--- src/rtl/led_bcd_source_pkg.sv ---
// Shared constants and state encoding for the seven-segment BCD source path.
// Latency: n/a (package only).
// Backpressure: n/a (package only).
package led_pkg;

  typedef enum logic [1:0] {
    LED_IDLE   = 2'd0,
    LED_SHIFT  = 2'd1,
    LED_FINISH = 2'd2
  } led_state_e;

  localparam int          LED_WIDTH      = 32;
  localparam int          LED_DIGITS     = 8;
  localparam int          LED_BCD_DIGITS = 10;
  localparam int          LED_ITER_LAST  = LED_WIDTH - 1;
  localparam logic [31:0] LED_SAT        = 32'h9999_9999;
  localparam int unsigned LED_DEC_MAX    = 99_999_999;

endpackage

--- src/rtl/led_bcd_source_if.sv ---
// Request/response bundle between the CPU-side value source and led_bcd_source.
// Latency: n/a (wiring only).
// Backpressure: start is dropped while busy is high; the master must watch busy/done.
//   master: drives start, dec_mode, bin_in; observes busy, done, overflow, leddata.
//   slave : the converter; mirror image of master.
interface led_bcd_source_if;
  import led_pkg::*;

  logic                      start;
  logic                      dec_mode;
  logic [LED_WIDTH-1:0]      bin_in;
  logic                      busy;
  logic                      done;
  logic                      overflow;
  logic [4*LED_DIGITS-1:0]   leddata;

  modport master (
    output start, dec_mode, bin_in,
    input  busy, done, overflow, leddata
  );

  modport slave (
    input  start, dec_mode, bin_in,
    output busy, done, overflow, leddata
  );

endinterface

--- src/rtl/led_bcd_source_digit_adj.sv ---
// Double-dabble correction cell: adds 3 to a BCD digit that is 5 or more.
// Latency: combinational.
// Backpressure: none.
//   digit_i: current 4-bit BCD digit; digit_o: corrected digit, ready for the left shift.
module bcd_digit_adj (
  input  logic [3:0] digit_i,
  output logic [3:0] digit_o
);

  assign digit_o = (digit_i >= 4'd5) ? (digit_i + 4'd3) : digit_i;

endmodule

--- src/rtl/led_bcd_source.sv ---
// Binary-to-display-word source: hex pass-through or iterative double-dabble to 8 BCD digits with saturation.
// Latency: hex 1 cycle after accepted start; decimal 33 cycles (32 shift iterations + 1 finish).
// Backpressure: start is only accepted in IDLE; while busy it is dropped, not queued.
//   clk, rst_n : single clock, synchronous active-low reset.
//   bus (slave): start/dec_mode/bin_in in; busy/done/overflow/leddata out, all registered.
module led_bcd_source
  import led_pkg::*;
#(
  parameter int WIDTH  = 32,
  parameter int DIGITS = 8
) (
  input  logic               clk,
  input  logic               rst_n,
  led_bcd_source_if.slave    bus
);

  localparam int BCD_W = 4 * LED_BCD_DIGITS;

  led_state_e                state_q, state_d;
  logic [4:0]                cnt_q, cnt_d;
  logic [WIDTH-1:0]          shift_q, shift_d;
  logic [BCD_W-1:0]          bcd_q, bcd_d;
  logic [BCD_W-1:0]          bcd_adj;
  logic [4*DIGITS-1:0]       leddata_q, leddata_d;
  logic                      overflow_q, overflow_d;
  logic                      busy_q, busy_d;
  logic                      done_q, done_d;

  // A 32-bit value never pushes the top BCD digit to 5 or more, so the
  // corrected MSB is always shifted out as zero.
  logic                      adj_msb_unused;
  assign adj_msb_unused = bcd_adj[BCD_W-1];

  for (genvar g = 0; g < LED_BCD_DIGITS; g++) begin : g_adj
    bcd_digit_adj u_adj (
      .digit_i (bcd_q[4*g +: 4]),
      .digit_o (bcd_adj[4*g +: 4])
    );
  end

  always_comb begin
    state_d    = state_q;
    cnt_d      = cnt_q;
    shift_d    = shift_q;
    bcd_d      = bcd_q;
    leddata_d  = leddata_q;
    overflow_d = overflow_q;
    busy_d     = busy_q;
    done_d     = 1'b0;

    case (state_q)
      LED_IDLE: begin
        if (bus.start) begin
          if (bus.dec_mode) begin
            shift_d = bus.bin_in;
            bcd_d   = '0;
            cnt_d   = '0;
            busy_d  = 1'b1;
            state_d = LED_SHIFT;
          end else begin
            leddata_d  = bus.bin_in;
            overflow_d = 1'b0;
            done_d     = 1'b1;
          end
        end
      end

      LED_SHIFT: begin
        // Correct every digit first, then shift {bcd, shift} left as one word.
        {bcd_d, shift_d} = {bcd_adj[BCD_W-2:0], shift_q, 1'b0};
        cnt_d            = cnt_q + 5'd1;
        if (cnt_q == 5'(LED_ITER_LAST)) begin
          state_d = LED_FINISH;
        end
      end

      LED_FINISH: begin
        // Anything in the two digits above the display means > 99_999_999.
        if (bcd_q[BCD_W-1:4*LED_DIGITS] != '0) begin
          leddata_d  = LED_SAT;
          overflow_d = 1'b1;
        end else begin
          leddata_d  = bcd_q[4*LED_DIGITS-1:0];
          overflow_d = 1'b0;
        end
        done_d  = 1'b1;
        busy_d  = 1'b0;
        state_d = LED_IDLE;
      end

      default: begin
        busy_d  = 1'b0;
        state_d = LED_IDLE;
      end
    endcase
  end

  always_ff @(posedge clk) begin
    if (!rst_n) begin
      state_q    <= LED_IDLE;
      cnt_q      <= '0;
      shift_q    <= '0;
      bcd_q      <= '0;
      leddata_q  <= '0;
      overflow_q <= 1'b0;
      busy_q     <= 1'b0;
      done_q     <= 1'b0;
    end else begin
      state_q    <= state_d;
      cnt_q      <= cnt_d;
      shift_q    <= shift_d;
      bcd_q      <= bcd_d;
      leddata_q  <= leddata_d;
      overflow_q <= overflow_d;
      busy_q     <= busy_d;
      done_q     <= done_d;
    end
  end

  assign bus.busy     = busy_q;
  assign bus.done     = done_q;
  assign bus.overflow = overflow_q;
  assign bus.leddata  = leddata_q;

endmodule

--- src/flat_wrapper.sv ---
// flat-port wrapper written by rule: the top's interface ports become plain ports
module led_bcd_source_flat import led_pkg::*;
#(
  parameter int WIDTH  = 32,
  parameter int DIGITS = 8
)
  (clk, rst_n, bus_start, bus_dec_mode, bus_bin_in, bus_busy, bus_done, bus_overflow, bus_leddata);
  led_bcd_source_if bus_i ();
  input  logic clk;
  input  logic rst_n;
  input wire logic [$bits(bus_i.start)-1:0] bus_start;
  input wire logic [$bits(bus_i.dec_mode)-1:0] bus_dec_mode;
  input wire logic [$bits(bus_i.bin_in)-1:0] bus_bin_in;
  output wire logic [$bits(bus_i.busy)-1:0] bus_busy;
  output wire logic [$bits(bus_i.done)-1:0] bus_done;
  output wire logic [$bits(bus_i.overflow)-1:0] bus_overflow;
  output wire logic [$bits(bus_i.leddata)-1:0] bus_leddata;
  assign bus_i.start = bus_start;
  assign bus_i.dec_mode = bus_dec_mode;
  assign bus_i.bin_in = bus_bin_in;
  assign bus_busy = bus_i.busy;
  assign bus_done = bus_i.done;
  assign bus_overflow = bus_i.overflow;
  assign bus_leddata = bus_i.leddata;
  led_bcd_source #(.WIDTH(WIDTH), .DIGITS(DIGITS)) u_core (.clk(clk), .rst_n(rst_n), .bus(bus_i));
endmodule
--- config.mk ---
export PLATFORM = sky130hd
export DESIGN_NAME = led_bcd_source_flat
export DESIGN_NICKNAME = d
export VERILOG_FILES = /design/src/rtl/led_bcd_source_pkg.sv /design/src/rtl/led_bcd_source_if.sv /design/src/rtl/led_bcd_source_digit_adj.sv /design/src/rtl/led_bcd_source.sv /design/src/flat_wrapper.sv
export SDC_FILE = /design/constraint.sdc
export NUM_CORES = 1
export LEC_CHECK = 0
export BUFFER_PORTS_ARGS = -buffer_cell sky130_fd_sc_hd__buf_2
export CORE_ASPECT_RATIO = 1.4
export CORE_UTILIZATION = 50
export CTS_CLUSTER_SIZE = 25
export DETAILED_ROUTE_END_ITERATION = 16
export PLACE_DENSITY = 0.79
export SLEW_MARGIN = 10
export SYNTH_ARGS = -nofsm -noshare
export SYNTH_HDL_FRONTEND = slang
export SYNTH_SLANG_ARGS = --single-unit
export TNS_END_PERCENT = 30
--- constraint.sdc ---
create_clock -name clk -period 2.5 [get_ports clk]
set_input_delay 0.375 -clock clk [delete_from_list [all_inputs] [get_ports clk]]
set_output_delay 0.375 -clock clk [all_outputs]
set_load 0.02 [all_outputs]
* After elaboration in Yosys (flattened, before gate mapping) *
Cells that the tools add are included.

word-level totals
  bits in registers = 114
  input port bits = 36
  output and inout port bits = 35
  logic and storage cells = 82

operators by class
  $add $sub $neg = 11
  order comparisons = 10
  equality and inequality tests = 7
  multiplexer cells = 37
  bitwise operators = 1
  reduce and logical (&&, ||, !) cells = 8

operator list
  kind                   number
  $mux W32               5
  $pmux W32 S2           2
  $mux W40               2
  $pmux W40 S2           1
  $ge A4 B3 Y1 const B   10
  $add A4 B2 Y4 const B  9
  $mux W4                9
  $reduce_and A3 Y1      4
  $mux W5                2
  $pmux W5 S2            1
  $reduce_bool A8 Y1     1
  $mux W1                7
  $mux W2                3
  $ne A2 B2 Y1 const B   3
  $pmux W1 S2            3
  $add A5 B1 Y5 const B  1
  $eq A5 B5 Y1 const B   1
  $pmux W2 S2            1
  $reduce_bool A2 Y1     2
  $add A3 B2 Y3 const B  1
  $mux W3                1
  $eq A2 B1 Y1 const B   1
  $eq A2 B2 Y1 const B   1
  $logic_not A2 Y1       1
  other kinds (2)        2

* Depth between registers and ports, before layout *
  word-level depth = 3
  depth in mapped cells = 8
  mapped depth without buffers = 6

* Hierarchy *
Synthesis repeated with hierarchy kept, for this count alone.

second synthesis, totals
  cell total of the unflattened synthesis = 728
  area, all modules = 6459.9 sq um

by module, submodules not included
  module          times used  cells each  area each (sq um)  sequential area each (sq um)
  led_bcd_source  1           568         5446.5             2282.2
  bcd_digit_adj   10          16          101.3              0.0

* Worst setup path after synthesis *
Ideal clock, no wire load.

  path kind = register to register
  start point = register u_core.bcd_q[32]
  end point = register u_core.leddata_q[11] (netlist: u_core.bus.leddata[11])
  setup time = 0.074 ns
  data arrival time = 1.396 ns
  data required time = 2.426 ns
  setup slack = 1.030 ns
  stages on the path, launching flop included = 9
  path buffers = 3
  period minus slack after synthesis = 1.470 ns
  cell sequence = dfxtp_1 > inv_1 > ha_1 > and3_1 > buf_6 > nand2b_4 > buf_6 > buf_8 > a31oi_1

on the way
  longest elaborated chain between the ends = 3

RTL lines
  what                    line                   text
  start, declared         led_bcd_source.sv:22   logic [BCD_W-1:0] bcd_q, bcd_d;
  start signal, assigned  led_bcd_source.sv:103  bcd_q <= '0;
  start signal, assigned  led_bcd_source.sv:112  bcd_q <= bcd_d;
  $reduce_bool A8 Y1      led_bcd_source.sv:79   if (bcd_q[BCD_W-1:4*LED_DIGITS] != '0) begin
  $mux W32                led_bcd_source.sv:79
  $pmux W32 S2            led_bcd_source.sv:51   case (state_q)
  end signal, assigned    led_bcd_source.sv:113  leddata_q <= leddata_d;
  end, declared           led_bcd_source.sv:24   logic [4*DIGITS-1:0] leddata_q, leddata_d;

No other way between the ends.
A chain may end at the register's enable or synchronous reset.

* Final worst setup path *
  start point = register u_core.state_q[0]
  end point = register u_core.bcd_q[27]

on the way
  longest elaborated chain between the ends = 3
  elaborated cells between the ends (all ways) = 7
  those cells by class = eq/ne (3); mux (1); reduce/logical (3)

RTL lines
  what                                                          line                   text
  start, declared                                               led_bcd_source.sv:19   led_state_e state_q, state_d;
  start signal, assigned                                        led_bcd_source.sv:109  state_q <= state_d;
  $eq A2 B1 Y1 or $logic_not A2 Y1 (tied branches)              led_bcd_source.sv:51
  $reduce_bool A2 Y1 (no line) or $ne A2 B2 Y1 (tied branches)  --
  $reduce_and A3 Y1 (no line)                                   --

Several ways; a longest one is shown, not always the timed one.

==> summary.md <==
| Metric | Value |
|---|---|
| Min-Delay Path Class | `in2reg` |
| Post-route setup TNS | `0 ns` |
| Worst flop-to-flop path endpoint | `u_core.bcd_q[27]$_SDFFE_PN0P_` |
| Result of the run | `completed` |
| Number of H-tree levels | `4` |
| Root Driver | `sky130_fd_sc_hd__clkbuf_16` |
| Worst voltage drop across the vdd grid | `between 0.4 and 0.5 mV` |
| Maximum clock rate | `between 0.4 and 0.5 GHz` |
| Clk Latency, worst-skew pair | `just over 0.4 ns` |
| Number of nets in the layout | `754` |
| Most common cell after layout, fill and taps aside | `sky130_fd_sc_hd__dfxtp_1` |
| Slowest cell delay on critical path | `around 0.47 ns` |
| Critical Path Start Type | `flip-flop` |
| Detailed placement HPWL | `about 9400 um` |
| Placed inst area | `6040 um^2` |
| Routed wire length | `around 14000 um` |
| Top library cells by usage in the layout, fill and taps aside | `sky130_fd_sc_hd__dfxtp_1, sky130_fd_sc_hd__buf_2, sky130_fd_sc_hd__o21ai_0, sky130_fd_sc_hd__nand2_1, sky130_fd_sc_hd__a21boi_0` |
| Die X-Extent | `roughly 92 um` |
| Detailed-route wire length per cell | `16.6 um` |
| Global-route usage over all layers | `24.9%` |
| Slew Limit Headroom | `between 20% and 30%` |
| R2r startpoint | `u_core.state_q[0]$_SDFFE_PN0P_` |
| Num ports | `71` |
| Bufs and invs on worst path | `1` |
| DR iter-0 viols | `between 300 and 400` |
| Number of instances on the worst hold path | `3` |
| Y dimension of the die | `between 100 and 150 um` |
| Deepest clock path buffer count | `2` |
| End-of-flow core utilization | `59.8%` |
| Setup repair after global routing missed its margin | `false` |
| Max-slew violation count | `0` |
| Number of routed nets with antenna violations | `0` |
| Number of cells in the finished layout apart from fillers | `~850` |
| Area leader, netlist | `sky130_fd_sc_hd__dfxtp_1` |
| Antenna violations before repair | `0` |
| DRC violations left | `0` |
| Via count of the first global-routing pass | `between 4k and 5k` |
| Post-Synthesis Cells | `around 650` |
| Most area-consuming cells after synthesis | `sky130_fd_sc_hd__dfxtp_1, sky130_fd_sc_hd__o21ai_0, sky130_fd_sc_hd__ha_1` |
| Initial cell density of the core | `52.1%` |
| Final count of negative-setup-slack endpoints | `0` |
| Gr ovfl total | `0` |
| Source of the worst hold timing path | `bus_bin_in[0]` |
| Worst Reg-to-Reg Cells | `5` |
| Total number of yosys warnings | `0` |
| Slew at the pin closest to its max-slew limit | `roughly 1.2 ns` |
| Number of diodes | `0` |
| Standard cell with the maximum stage delay on the critical path | `sky130_fd_sc_hd__nand2b_1` |
| Worst Clk Skew | `~0.0053 ns` |
| Net Count, Synth | `between 700 and 800` |
| Core region area | `about 11000 um^2` |
| Final critical path time including I/O delays and setup | `slightly above 2 ns` |
| Site Rows | `45` |
| Maximum Capacitance Violations | `0` |
| Die Outline Area | `between 10000 and 15000 um^2` |
| FF+latch count, synth | `approximately 110` |
| Post-CTS Hold Fix Bufs | `0` |
| Synth top area share | `roughly two fifths` |
| Total via count in the routed design | `about 5k` |
| Leakage power | `around 2.5 nW` |
| Clock tree sinks | `approximately 110` |
| CP required | `about 2.8 ns` |
| Cell count after placement | `between 800 and 900` |
| Hold violation total from the final report | `0` |
| Critical path, cell by cell | `buf_4 > nand2b_1 > nor3_1 > o21ai_0 > a21boi_1` |
| Clock-pin slew on the worst setup and hold paths | `approximately 0.050 ns` |
| Final instance area | `around 6600 um^2` |
| Pwr dens | `678 nW/um^2` |
| Number of unique standard cell types used by synthesis | `43` |
| Pin count of the biggest net entering global routing | `73` |
| Pre-CTS setup slack | `between 0.4 and 0.5 ns` |
| Vias per cell | `between 5 and 6` |
| Type of the worst setup path | `reg2reg` |
| CTS Buf Count | `17` |
| Part of the Yosys area used for sequential elements | `about two fifths` |
| Post-route worst setup slack | `around 0.49 ns` |
| Wire length of the first global-routing pass | `between 20000 and 25000 um` |
| Summed instance area of the synthesized netlist | `about 5700 um^2` |
| Post-CTS Setup Inserts | `0` |
| Final weighted congestion in routability-driven placement | `about 0.89` |
| Period utilization | `between 80% and 90%` |
| Average size of a mapped cell | `between 8 and 9 um^2` |
| Share of final-layout standard cells stronger than drive strength 1 | `between 15 and 20%` |
| Number of detailed-routing iterations run before antenna repair | `5` |
| Worst reg-to-reg setup slack | `roughly 0.49 ns` |
| CTS tree | `built` |
| Number of resized instances in the post-cts repair step | `0` |
| End of the worst hold path | `u_core.shift_q[0]$_SDFFE_PN0P_` |
| Syn-to-layout area delta | `14.8%` |
| WP data arrival | `around 2.3 ns` |
| CP top delay family | `simple AND/OR/NAND/NOR gates` |
| Number of I/O port buffers | `70` |
| Kind of end point of the critical path | `flip-flop` |
| Max FO, Critical Path | `51` |
[cells by family after synthesis]
group,Yosys count,synth area share (%)
flip-flops,114,39.9
multiplexers,18,3.19
AND/OR/NAND/NOR,191,18.8
buffers and inverters,71,6.32
adder cells (fa/ha/maj),23,5.03
XOR/XNOR,20,3.06
AO/OA/AOI/OAI,210,23.7
[flip-flops by register name (all words and copies together) (netlist names)]
name	count
u_core.bcd_q	40
u_core.bus.overflow	1
u_core.shift_q	32
u_core.state_q	2
u_core.bus.leddata	32
u_core.bus.busy	1
u_core.cnt_q	5
u_core.bus.done	1
[layer usage]
metal	track usage [%]	vias up	share of wire [%]	wire [um]
li1	-	2383	-	-
met1	30.3	2421	43	6040
met2	40.8	148	50	7010
met3	5.97	36	5.0	702
met4	13.1	0	2.5	355
met5	0	-	0	0
[Yosys cell counts]
cell type	count
sky130_fd_sc_hd__o2bb2ai_1	13
sky130_fd_sc_hd__a21boi_1	2
sky130_fd_sc_hd__o221ai_1	16
sky130_fd_sc_hd__nor3b_1	33
sky130_fd_sc_hd__mux2i_1	16
sky130_fd_sc_hd__and3_1	3
sky130_fd_sc_hd__a21o_1	8
sky130_fd_sc_hd__nand4_1	2
sky130_fd_sc_hd__nor2b_1	5
sky130_fd_sc_hd__or3_1	1
sky130_fd_sc_hd__nand2_1	53
sky130_fd_sc_hd__nand3_1	9
sky130_fd_sc_hd__a21boi_0	38
sky130_fd_sc_hd__and2_1	33
sky130_fd_sc_hd__nor2_1	5
sky130_fd_sc_hd__nor3_1	20
sky130_fd_sc_hd__o21ai_0	63
sky130_fd_sc_hd__buf_2	19
sky130_fd_sc_hd__ha_1	23
sky130_fd_sc_hd__o211ai_1	2
sky130_fd_sc_hd__nand2b_4	1
sky130_fd_sc_hd__o211a_1	1
sky130_fd_sc_hd__a22oi_1	4
sky130_fd_sc_hd__xnor2_1	12
sky130_fd_sc_hd__clkbuf_1	20
sky130_fd_sc_hd__nor2_8	1
sky130_fd_sc_hd__buf_4	4
sky130_fd_sc_hd__nor4_1	1
sky130_fd_sc_hd__inv_1	20
sky130_fd_sc_hd__dfxtp_1	114
sky130_fd_sc_hd__nand2b_1	22
sky130_fd_sc_hd__inv_2	1
sky130_fd_sc_hd__mux2_2	2
sky130_fd_sc_hd__buf_8	1
sky130_fd_sc_hd__o21ai_1	1
sky130_fd_sc_hd__xor2_1	8
sky130_fd_sc_hd__a31oi_1	16
sky130_fd_sc_hd__or2_1	1
sky130_fd_sc_hd__a21oi_2	2
sky130_fd_sc_hd__and2b_1	1
sky130_fd_sc_hd__a21oi_1	36
sky130_fd_sc_hd__buf_6	6
sky130_fd_sc_hd__a22o_1	8
[power by group]
part	switching, mW	leakage, nW	total (mW)	internal (mW)
clock	0.796	0.266	2.15	1.35
combinational	0.250	1.32	0.384	0.134
sequential	0.0353	0.928	1.92	1.89
[cell type report]
| class | instances | area [um^2] |
|---|---|---|
| clock inverter | 6 | 30.0 |
| tap | 141 | 176 |
| clock buffer | 25 | 495 |
| multi-input combinational | 462 | 3090 |
| fill | 935 | 4410 |
| timing repair buffer | 79 | 418 |
| sequential | 114 | 2280 |
| inverter | 21 | 78.8 |
[stage by stage]
step           hold WS [ns]  power (mW)
2_1_floorplan         0.432        2.21
3_3_place_gp          0.445        2.33
3_5_place_dp          0.451        2.34
4_1_cts               0.284        4.47
5_1_grt               0.316        4.60
6_report              0.294        4.45
[worst max path at each step]
stage	start	to	slack (ns)	cells past startpoint
finish	u_core.state_q[0]$_SDFFE_PN0P_	u_core.bcd_q[27]$_SDFFE_PN0P_	0.49	5
global route	u_core.state_q[0]$_SDFFE_PN0P_	u_core.bcd_q[27]$_SDFFE_PN0P_	0.33	5
CTS	u_core.bcd_q[34]$_SDFFE_PN0P_	u_core.bus.leddata[11]$_SDFFE_PN0P_	0.50	4
detailed placement	bus_dec_mode	u_core.bcd_q[22]$_SDFFE_PN0P_	0.46	5
global placement	bus_dec_mode	u_core.bcd_q[14]$_SDFFE_PN0P_	0.56	5
floorplan	u_core.bcd_q[32]$_SDFFE_PN0P_	u_core.bus.leddata[11]$_SDFFE_PN0P_	1.03	8
[tightest hold or removal path, stage by stage]
cell and delay (ns):
sky130_fd_sc_hd__buf_2 0.10, sky130_fd_sc_hd__a22oi_1 0.06, sky130_fd_sc_hd__nor2b_1 0.12
Note: power is estimated with default switching activity, not from simulation.
